--- config.mk ---
export PLATFORM = sky130hd
export DESIGN_NAME = sum_accumulator
export DESIGN_NICKNAME = d
export VERILOG_FILES = /design/src/rtl/sum_accumulator_pkg.sv /design/src/rtl/sum_accumulator_adder.sv /design/src/rtl/sum_accumulator.sv
export SDC_FILE = /design/constraint.sdc
export NUM_CORES = 1
export LEC_CHECK = 0
export CAP_MARGIN = 30
export CORE_UTILIZATION = 45
export DETAILED_ROUTE_END_ITERATION = 10
export PLACE_DENSITY_LB_ADDON = 0.2
export SLEW_MARGIN = 10
export SYNTH_ARGS = -nofsm -noshare
export SYNTH_HDL_FRONTEND = slang
export SYNTH_SLANG_ARGS = --single-unit
--- constraint.sdc ---
create_clock -name clk -period 4.3 [get_ports clk]
set_clock_uncertainty 0.1 [all_clocks]
set_input_delay 1.29 -clock clk [delete_from_list [all_inputs] [get_ports clk]]
set_output_delay 1.29 -clock clk [all_outputs]
set_load 0.01 [all_outputs]
--- src/rtl/sum_accumulator_pkg.sv ---
// Shared types and widths for the sum_accumulator slice.
// Optional feature macro used by the top: SUM_ACCUMULATOR_SATURATE_EN.
package sum_accumulator_pkg;

  localparam int DATA_W = 16;

  typedef enum logic [1:0] {
    IDLE  = 2'd0,
    ACCUM = 2'd1,
    HOLD  = 2'd2
  } state_e;

endpackage

--- src/rtl/sum_accumulator_adder.sv ---
// adder_16bit: combinational unsigned add with carry-in; overflow is the carry-out.
module adder_16bit
  import sum_accumulator_pkg::*;
(
  input  logic [DATA_W-1:0] a,
  input  logic [DATA_W-1:0] b,
  input  logic              carry_in,
  output logic [DATA_W-1:0] sum,
  output logic              overflow
);

  logic [DATA_W:0] full_s;

  assign full_s   = {1'b0, a} + {1'b0, b} + {{DATA_W{1'b0}}, carry_in};
  assign sum      = full_s[DATA_W-1:0];
  assign overflow = full_s[DATA_W];

endmodule

--- src/rtl/sum_accumulator.sv ---
// Frame accumulator: sums NUM_SAMPLES handshaked beats and holds the result until consumed.
// Define SUM_ACCUMULATOR_SATURATE_EN to clamp the running total at 16'hFFFF on carry-out.
module sum_accumulator
  import sum_accumulator_pkg::*;
#(
  parameter  int NUM_SAMPLES = 4,
  localparam int CNT_W       = $clog2(NUM_SAMPLES + 1)
) (
  input  logic              clk,
  input  logic              n_rst,
  input  logic              clear,
  input  logic [DATA_W-1:0] in_data,
  input  logic              in_valid,
  output logic              in_ready,
  output logic [DATA_W-1:0] out_sum,
  output logic              out_overflow,
  output logic              out_valid,
  input  logic              out_ready,
  output logic [CNT_W-1:0]  count
);

  localparam logic [CNT_W-1:0] LAST_CNT = CNT_W'(NUM_SAMPLES - 1);

  state_e            state_r;
  logic [DATA_W-1:0] acc_r;
  logic              sticky_r;
  logic [CNT_W-1:0]  count_r;
  logic [DATA_W-1:0] out_sum_r;
  logic              out_overflow_r;
  logic              out_valid_r;

  logic [DATA_W-1:0] add_sum_s;
  logic              add_ovf_s;
  logic [DATA_W-1:0] acc_next_s;
  logic              sticky_next_s;
  logic              last_beat_s;

  adder_16bit u_adder (
    .a        (acc_r),
    .b        (in_data),
    .carry_in (1'b0),
    .sum      (add_sum_s),
    .overflow (add_ovf_s)
  );

  // Next running total: wrap or clamp depending on build
  always_comb begin
    acc_next_s = add_sum_s;
`ifdef SUM_ACCUMULATOR_SATURATE_EN
    if (add_ovf_s) begin
      acc_next_s = {DATA_W{1'b1}};
    end else begin
      acc_next_s = add_sum_s;
    end
`endif
  end

  assign sticky_next_s = sticky_r | add_ovf_s;
  assign last_beat_s   = (count_r == LAST_CNT);
  assign in_ready      = (state_r != HOLD);

  assign out_sum      = out_sum_r;
  assign out_overflow = out_overflow_r;
  assign out_valid    = out_valid_r;
  assign count        = count_r;

  // Frame FSM with accumulator, beat counter and registered result port
  always_ff @(posedge clk or negedge n_rst) begin
    if (!n_rst) begin
      state_r        <= IDLE;
      acc_r          <= {DATA_W{1'b0}};
      sticky_r       <= 1'b0;
      count_r        <= {CNT_W{1'b0}};
      out_sum_r      <= {DATA_W{1'b0}};
      out_overflow_r <= 1'b0;
      out_valid_r    <= 1'b0;
    end else if (clear) begin
      state_r        <= IDLE;
      acc_r          <= {DATA_W{1'b0}};
      sticky_r       <= 1'b0;
      count_r        <= {CNT_W{1'b0}};
      out_sum_r      <= {DATA_W{1'b0}};
      out_overflow_r <= 1'b0;
      out_valid_r    <= 1'b0;
    end else begin
      case (state_r)
        IDLE, ACCUM: begin
          if (in_valid) begin
            acc_r    <= acc_next_s;
            sticky_r <= sticky_next_s;
            if (last_beat_s) begin
              state_r        <= HOLD;
              out_sum_r      <= acc_next_s;
              out_overflow_r <= sticky_next_s;
              out_valid_r    <= 1'b1;
              count_r        <= {CNT_W{1'b0}};
            end else begin
              state_r <= ACCUM;
              count_r <= count_r + CNT_W'(1);
            end
          end else begin
            state_r <= state_r;
          end
        end
        HOLD: begin
          // Incoming beats are ignored until the result is taken
          if (out_ready) begin
            state_r     <= IDLE;
            out_valid_r <= 1'b0;
            acc_r       <= {DATA_W{1'b0}};
            sticky_r    <= 1'b0;
          end else begin
            state_r <= HOLD;
          end
        end
        default: begin
          state_r     <= IDLE;
          acc_r       <= {DATA_W{1'b0}};
          sticky_r    <= 1'b0;
          count_r     <= {CNT_W{1'b0}};
          out_valid_r <= 1'b0;
        end
      endcase
    end
  end

endmodule

==> results of run 1 <==
==> placed cells by master (no fill, tap or decap), types with 6 or more instances in the layout <==
master	n
a21oi_1	18
nor2_1	19
ha_1	17
dfrtp_1	40
nand2_1	16
inv_1	6
a22o_1	24
clkdlybuf4s50_1	41
clkbuf_8	6
xor2_1	6
o21ai_0	16
==> worst max path at each step <==
stage	start	to	slack, ps	cells after the start
floorplan	in_data[0]	acc_r[14]$_DFFE_PN0P_	1070	9
global placement	in_data[0]	acc_r[14]$_DFFE_PN0P_	520	10
detailed placement	in_data[0]	acc_r[14]$_DFFE_PN0P_	480	10
CTS	in_data[0]	acc_r[14]$_DFFE_PN0P_	780	10
global route	in_data[0]	acc_r[14]$_DFFE_PN0P_	680	10
finish	in_data[0]	acc_r[14]$_DFFE_PN0P_	780	10
==> logic make-up after synthesis <==
| family | synth area share [%] |
|---|---|
| compound gates | 26.0 |
| simple gates | 12.9 |
| flops | 43.2 |
| fa+ha+maj | 10.0 |
| buf+inv | 2.21 |
| xor+xnor | 4.16 |
| mux | 1.57 |
==> metal layers <==
layer,wire length [um],up-vias,GRT usage [%]
met2,2230,40,31.8
met5,0,-,0
li1,-,934,-
met1,2520,926,28.2
met4,52,0,6.41
met3,208,5,3.70
==> cell type report <==
class,instances,area (um2)
Clock inverter,2,10.0
Fill cell,439,1910
Multi-Input combinational cell,174,1260
Inverter,6,22.5
Timing Repair Buffer,48,473
Sequential cell,40,1000
Tap cell,67,83.8
Clock buffer,6,82.6
==> power by group through the flow <==
stage / logic [mW] / clock network, mW / registers (mW)
2_1_floorplan: 0.230 / 0 / 0.427
3_3_place_gp: 0.310 / 0 / 0.430
3_5_place_dp: 0.314 / 0 / 0.430
4_1_cts: 0.316 / 0.265 / 0.423
5_1_grt: 0.352 / 0.277 / 0.426
6_report: 0.317 / 0.259 / 0.423
==> worst reg2reg max path, cell delays in order, from the launching register on <==
cell and delay (ps):
dfrtp_1 390, ha_1 220, inv_1 80, fa_1 260, nor2b_4 70, o31ai_4 220
a31oi_2 160, a221o_2 460, mux2_4 330, a31oi_2 130
==> through the flow <==
stage	utilization [%]	setup WS [ps]	cells	power, mW	hold slack [ps]
floorplan	-	1070	227	0.657	354
global placement	58.3	519	334	0.740	366
detailed placement	58.3	477	334	0.744	377
CTS	60.2	778	342	1.00	394
global route	60.6	677	343	1.06	415
finish	60.6	779	343	0.999	384
==> flip-flops by register name, summed over array words and instances (netlist names) <==
register      flops
out_valid         1
sticky_r          1
state_r           2
out_overflow      1
acc_r            16
out_sum          16
count             3
==> flow_metrics.env, run 1 <==
export IMPL_status="completed"
export IMPL_finalSetupViolCount=0
export IMPL_area_delta_synth_final_pct=26.8
export IMPL_finalSetupTns_ps=0
export IMPL_whs_endpoint="out_overflow$_DFFE_PN0P_"
export IMPL_synth_cells=227
export IMPL_cts_setup_buffers=0
export IMPL_finalInstanceArea_um2=2940
export IMPL_drc=0
export IMPL_numCtsBuffers=5
export IMPL_synthDistinctLibCells=47
export IMPL_critPathRequiredTime_ps=4410
export IMPL_vias=1905
export IMPL_synth_seq_cells=40
export IMPL_place_congestion=0.824
export IMPL_post_dp_cell_area_um2=2830
export IMPL_synth_nets=266
export IMPL_ctsHoldBuffers=0
export IMPL_cts_buffer_depth=2
export IMPL_grt_max_degree=41
export IMPL_die_area_um2=5440
export IMPL_crit_path_frequent_cell="a31oi_2"
export IMPL_rsz0062_at_grt="no"
export IMPL_rr_endpoint="acc_r[14]$_DFFE_PN0P_"
export IMPL_worst_path_buf_inv=2
export IMPL_synth_top_cell_area_share_pct=43.2
export IMPL_cts_root_buffer="clkbuf_8"
export IMPL_crit_path_start_kind="primary input"
export IMPL_htree_num_levels=2
export IMPL_coreArea_um2=4850
export IMPL_synth_edf_count=0
export IMPL_routed_wl_um=5020
export IMPL_core_rowCount=25
export IMPL_arrival_ps=3630
export IMPL_gr_total_overflow=0
export IMPL_reg2regPathDepth=9
export IMPL_start_util_pct=47.8
export IMPL_synth_flop_cell="dfrtp_1"
export IMPL_max_vdd_ir_drop_uv=181
export IMPL_cts_clk_slew_worst_paths_ps=80
export IMPL_synth_common_cells="40 x dfrtp_1, 24 x a22o_1, 19 x nor2_1"
export IMPL_antenna_left=0
export IMPL_final_nets=314
export IMPL_synthArstFlopShare_pct=100
export IMPL_crit_path_end_kind="register"
export IMPL_syn_area_per_cell_um2=10.2
export IMPL_p_leak_nw=1.35
export IMPL_min_period_ps=3520
export IMPL_clockPowerShare_pct=25.9
export IMPL_rrSetupSlack_ps=1820
export IMPL_dr_pass1_iters=4
export IMPL_hold_path_class="register to register"
export IMPL_diodes=0
export IMPL_first_global_vias=1822
export IMPL_netlist_area_um2=2320
export IMPL_yosys_warnings=0
export IMPL_drv_cap=0
export IMPL_cp_max_fo=3
export IMPL_tightest_slew_ps=644
export IMPL_maxSlewViolCount=0
export IMPL_globalRouteTotalUtil_pct=20.2
export IMPL_post_route_period_util_pct=81.9
export IMPL_clock_latency_ps=290
export IMPL_r2r_start="acc_r[0]$_DFFE_PN0P_"
export IMPL_fmax_ghz=0.284
export IMPL_power_switching_mw=0.323
export IMPL_yosysMostFrequentCell="dfrtp_1"
export IMPL_hold_viol=0
export IMPL_grt_pass1_wl_um=8350
export IMPL_cts_resized=0
export IMPL_die_width_um=73.8
export IMPL_worstSetupPathType="primary input to register"
export IMPL_synth_top_area_cell="dfrtp_1"
export IMPL_grt_antenna_before_repair=0
export IMPL_hp_start="out_overflow$_DFFE_PN0P_"
export IMPL_hpwl_um=3600
export IMPL_io_buffers=42
export IMPL_slowest_stage="a221o_2"
export IMPL_crit_path_max_incr_delay_ps=460
export IMPL_intPower_mw=0.677
export IMPL_cp_cell_sequence="clkdlybuf4s50_1 > ha_1 > inv_1 > fa_1 > nor2b_4 > o31ai_4 > a31oi_2 > a221o_2 > mux2_4 > a31oi_2"
export IMPL_swShare_pct=32.3
export IMPL_wire_per_inst_um=14.6
export IMPL_die_h_um=73.8
export IMPL_whs_path_depth=2
export IMPL_layout_drive_gt1_share_pct=9.42
export IMPL_via_per_inst=5.55
export IMPL_cts_sinks=40
export IMPL_critPathTopFamily="compound AO/OA/AOI/OAI gates"
export IMPL_slew_headroom_pct=57.0
export IMPL_num_io_pins=43
export IMPL_synth_area_leaders="dfrtp_1 43%, ha_1 9.2%, a22o_1 9.1%, a21oi_1 3.9%, o21ai_0 3.5%"
export IMPL_tritoncts="yes"
export IMPL_p_seq_share_pct=42.3
export IMPL_pwr_density_cell_nw_per_um2=340
export IMPL_drtIter0Drc=76
export IMPL_synth_seq_area_share_pct=43.2
export IMPL_comb_power_share_pct=31.8
(Power assumes the default switching activity.)
==> run 2: changes to the inputs <==
==> constraint.sdc (replaced) <==
create_clock -name clk -period 2.9 [get_ports clk]
set_clock_uncertainty 0.1 [all_clocks]
set_input_delay 0.87 -clock clk [delete_from_list [all_inputs] [get_ports clk]]
set_output_delay 0.87 -clock clk [all_outputs]
set_load 0.01 [all_outputs]
==> flow_metrics.env, run 2 (same netlist as run 1, synthesis figures left out) <==
export IMPL_tightest_slew_ps=795
export IMPL_critPathRequiredTime_ps=3030
export IMPL_globalRouteTotalUtil_pct=22.4
export IMPL_die_area_um2=5440
export IMPL_core_rowCount=25
export IMPL_final_nets=350
export IMPL_hpwl_um=4120
export IMPL_grt_antenna_before_repair=0
export IMPL_maxSlewViolCount=0
export IMPL_power_mw=1.63
export IMPL_first_global_vias=1999
export IMPL_cts_buffer_depth=2
export IMPL_dr_pass1_iters=5
export IMPL_drtIter0Drc=81
export IMPL_numCtsBuffers=5
export IMPL_stdcell_count=379
export IMPL_max_vdd_ir_drop_uv=257
export IMPL_final_cell_mix="41 x buf_4, 40 x dfrtp_1, 37 x clkdlybuf4s50_1, 24 x a22o_1, 19 x nor2_1"
export IMPL_hold_path_class="register to register"
export IMPL_pwr_density_cell_nw_per_um2=498
export IMPL_status="completed"
export IMPL_crit_path_start_kind="primary input"
export IMPL_worstSetupPathType="primary input to register"
export IMPL_placement_setup_worst_slack_ps=-452
export IMPL_area_delta_synth_final_pct=40.8
export IMPL_tritoncts="yes"
export IMPL_utilization_pct=67.3
export IMPL_post_route_period_util_pct=98.3
export IMPL_coreArea_um2=4850
export IMPL_drc=0
export IMPL_die_width_um=73.8
export IMPL_crit_path_end_kind="register"
export IMPL_arrival_ps=2980
export IMPL_cts_sinks=40
export IMPL_fin_ws_ps=49.8
export IMPL_vias=2076
export IMPL_place_congestion=0.835
export IMPL_post_dp_cell_area_um2=3090
export IMPL_layout_drive_gt1_share_pct=22.4
export IMPL_io_buffers=42
export IMPL_antenna_left=0
export IMPL_cts_root_buffer="clkbuf_8"
export IMPL_cts_clk_slew_worst_paths_ps=90
export IMPL_cp_max_fo=3
export IMPL_gr_total_overflow=0
export IMPL_grt_max_degree=24
export IMPL_hold_viol=0
export IMPL_p_leak_nw=1.54
export IMPL_grt_pass1_wl_um=9100
export IMPL_die_h_um=73.8
export IMPL_start_util_pct=47.8
export IMPL_rsz0062_at_grt="no"
export IMPL_finalSetupViolCount=0
export IMPL_clock_latency_ps=300
export IMPL_routed_wl_um=5700
export IMPL_final_common_cell="buf_4"
export IMPL_num_io_pins=43
export IMPL_fmax_ghz=0.351
export IMPL_hold_ws_ps=386
export IMPL_via_per_inst=5.48
export IMPL_finalInstanceArea_um2=3260
export IMPL_slew_headroom_pct=46.8
export IMPL_htree_num_levels=2
export IMPL_min_period_ps=2850
export IMPL_wire_per_inst_um=15.0
export IMPL_post_place_cells=368
export IMPL_diodes=0
export IMPL_finalSetupTns_ps=0
export IMPL_drv_cap=0
run 2: changes by cell type in the layout (fill, tap and decap cells not counted), sizes merged:
| cell | previous run | this run |
|---|---|---|
| buf | 7 | 43 |
| clkdlybuf4s50 | 41 | 37 |
| clkbuf | 6 | 8 |
| clkinv | 2 | 0 |
| dlygate4sd2 | 0 | 2 |
| dlymetal6s2s | 0 | 2 |
run 2: layer usage:
metal / track usage [%] / vias up / share of wire [%]
li1: - / 1018 / -
met1: 28.9 / 1008 / 48
met2: 37.9 / 43 / 47
met3: 4.39 / 7 / 3.3
met4: 6.62 / 0 / 1.1
met5: 0 / - / 0
run 2: final timing paths:
kind	depth (start not counted)	to	from	slack, ps
worst max-delay path	10	acc_r[14]$_DFFE_PN0P_	in_data[0]	50
worst min-delay path	2	out_overflow$_DFFE_PN0P_	out_overflow$_DFFE_PN0P_	390
worst max register to register	9	acc_r[14]$_DFFE_PN0P_	acc_r[0]$_DFFE_PN0P_	440
worst min register to register	2	out_overflow$_DFFE_PN0P_	out_overflow$_DFFE_PN0P_	390
max in group asynchronous	2	out_sum[6]$_DFFE_PN0P_	n_rst	1660
min in group asynchronous	1	acc_r[12]$_DFFE_PN0P_	n_rst	450
run 2: critical path, stage by stage:
cell and delay [ps]:
dlygate4sd2_1 230, ha_2 180, inv_2 60, fa_2 220, nor2b_4 60, o31ai_4 290, a31oi_2 140, a221o_2 450
mux2_4 330, a31oi_2 150
run 2: area by class of cell:
cell class	count	area, um2
Inverter	6	22.5
Fill cell	400	1590
Multi-Input combinational cell	174	1320
Timing Repair Buffer	84	746
Sequential cell	40	1000
Clock buffer	8	90.1
Tap cell	67	83.8
run 2: repair_timing:
item / CTS / global route
setup buffers: 3 / 0
setup endpoints to repair: 6 / 5
gates resized for setup: 8 / 9
hold buffers: 0 / 0
pin swaps: 7 / 5
run 2: power breakdown:
| part | total [mW] | internal, mW | switching (mW) | leakage, nW |
|---|---|---|---|---|
| combinational | 0.605 | 0.314 | 0.292 | 0.950 |
| sequential | 0.630 | 0.600 | 0.0307 | 0.544 |
| clock | 0.390 | 0.194 | 0.196 | 0.0455 |
| total | 1.63 | 1.11 | 0.518 | 1.54 |
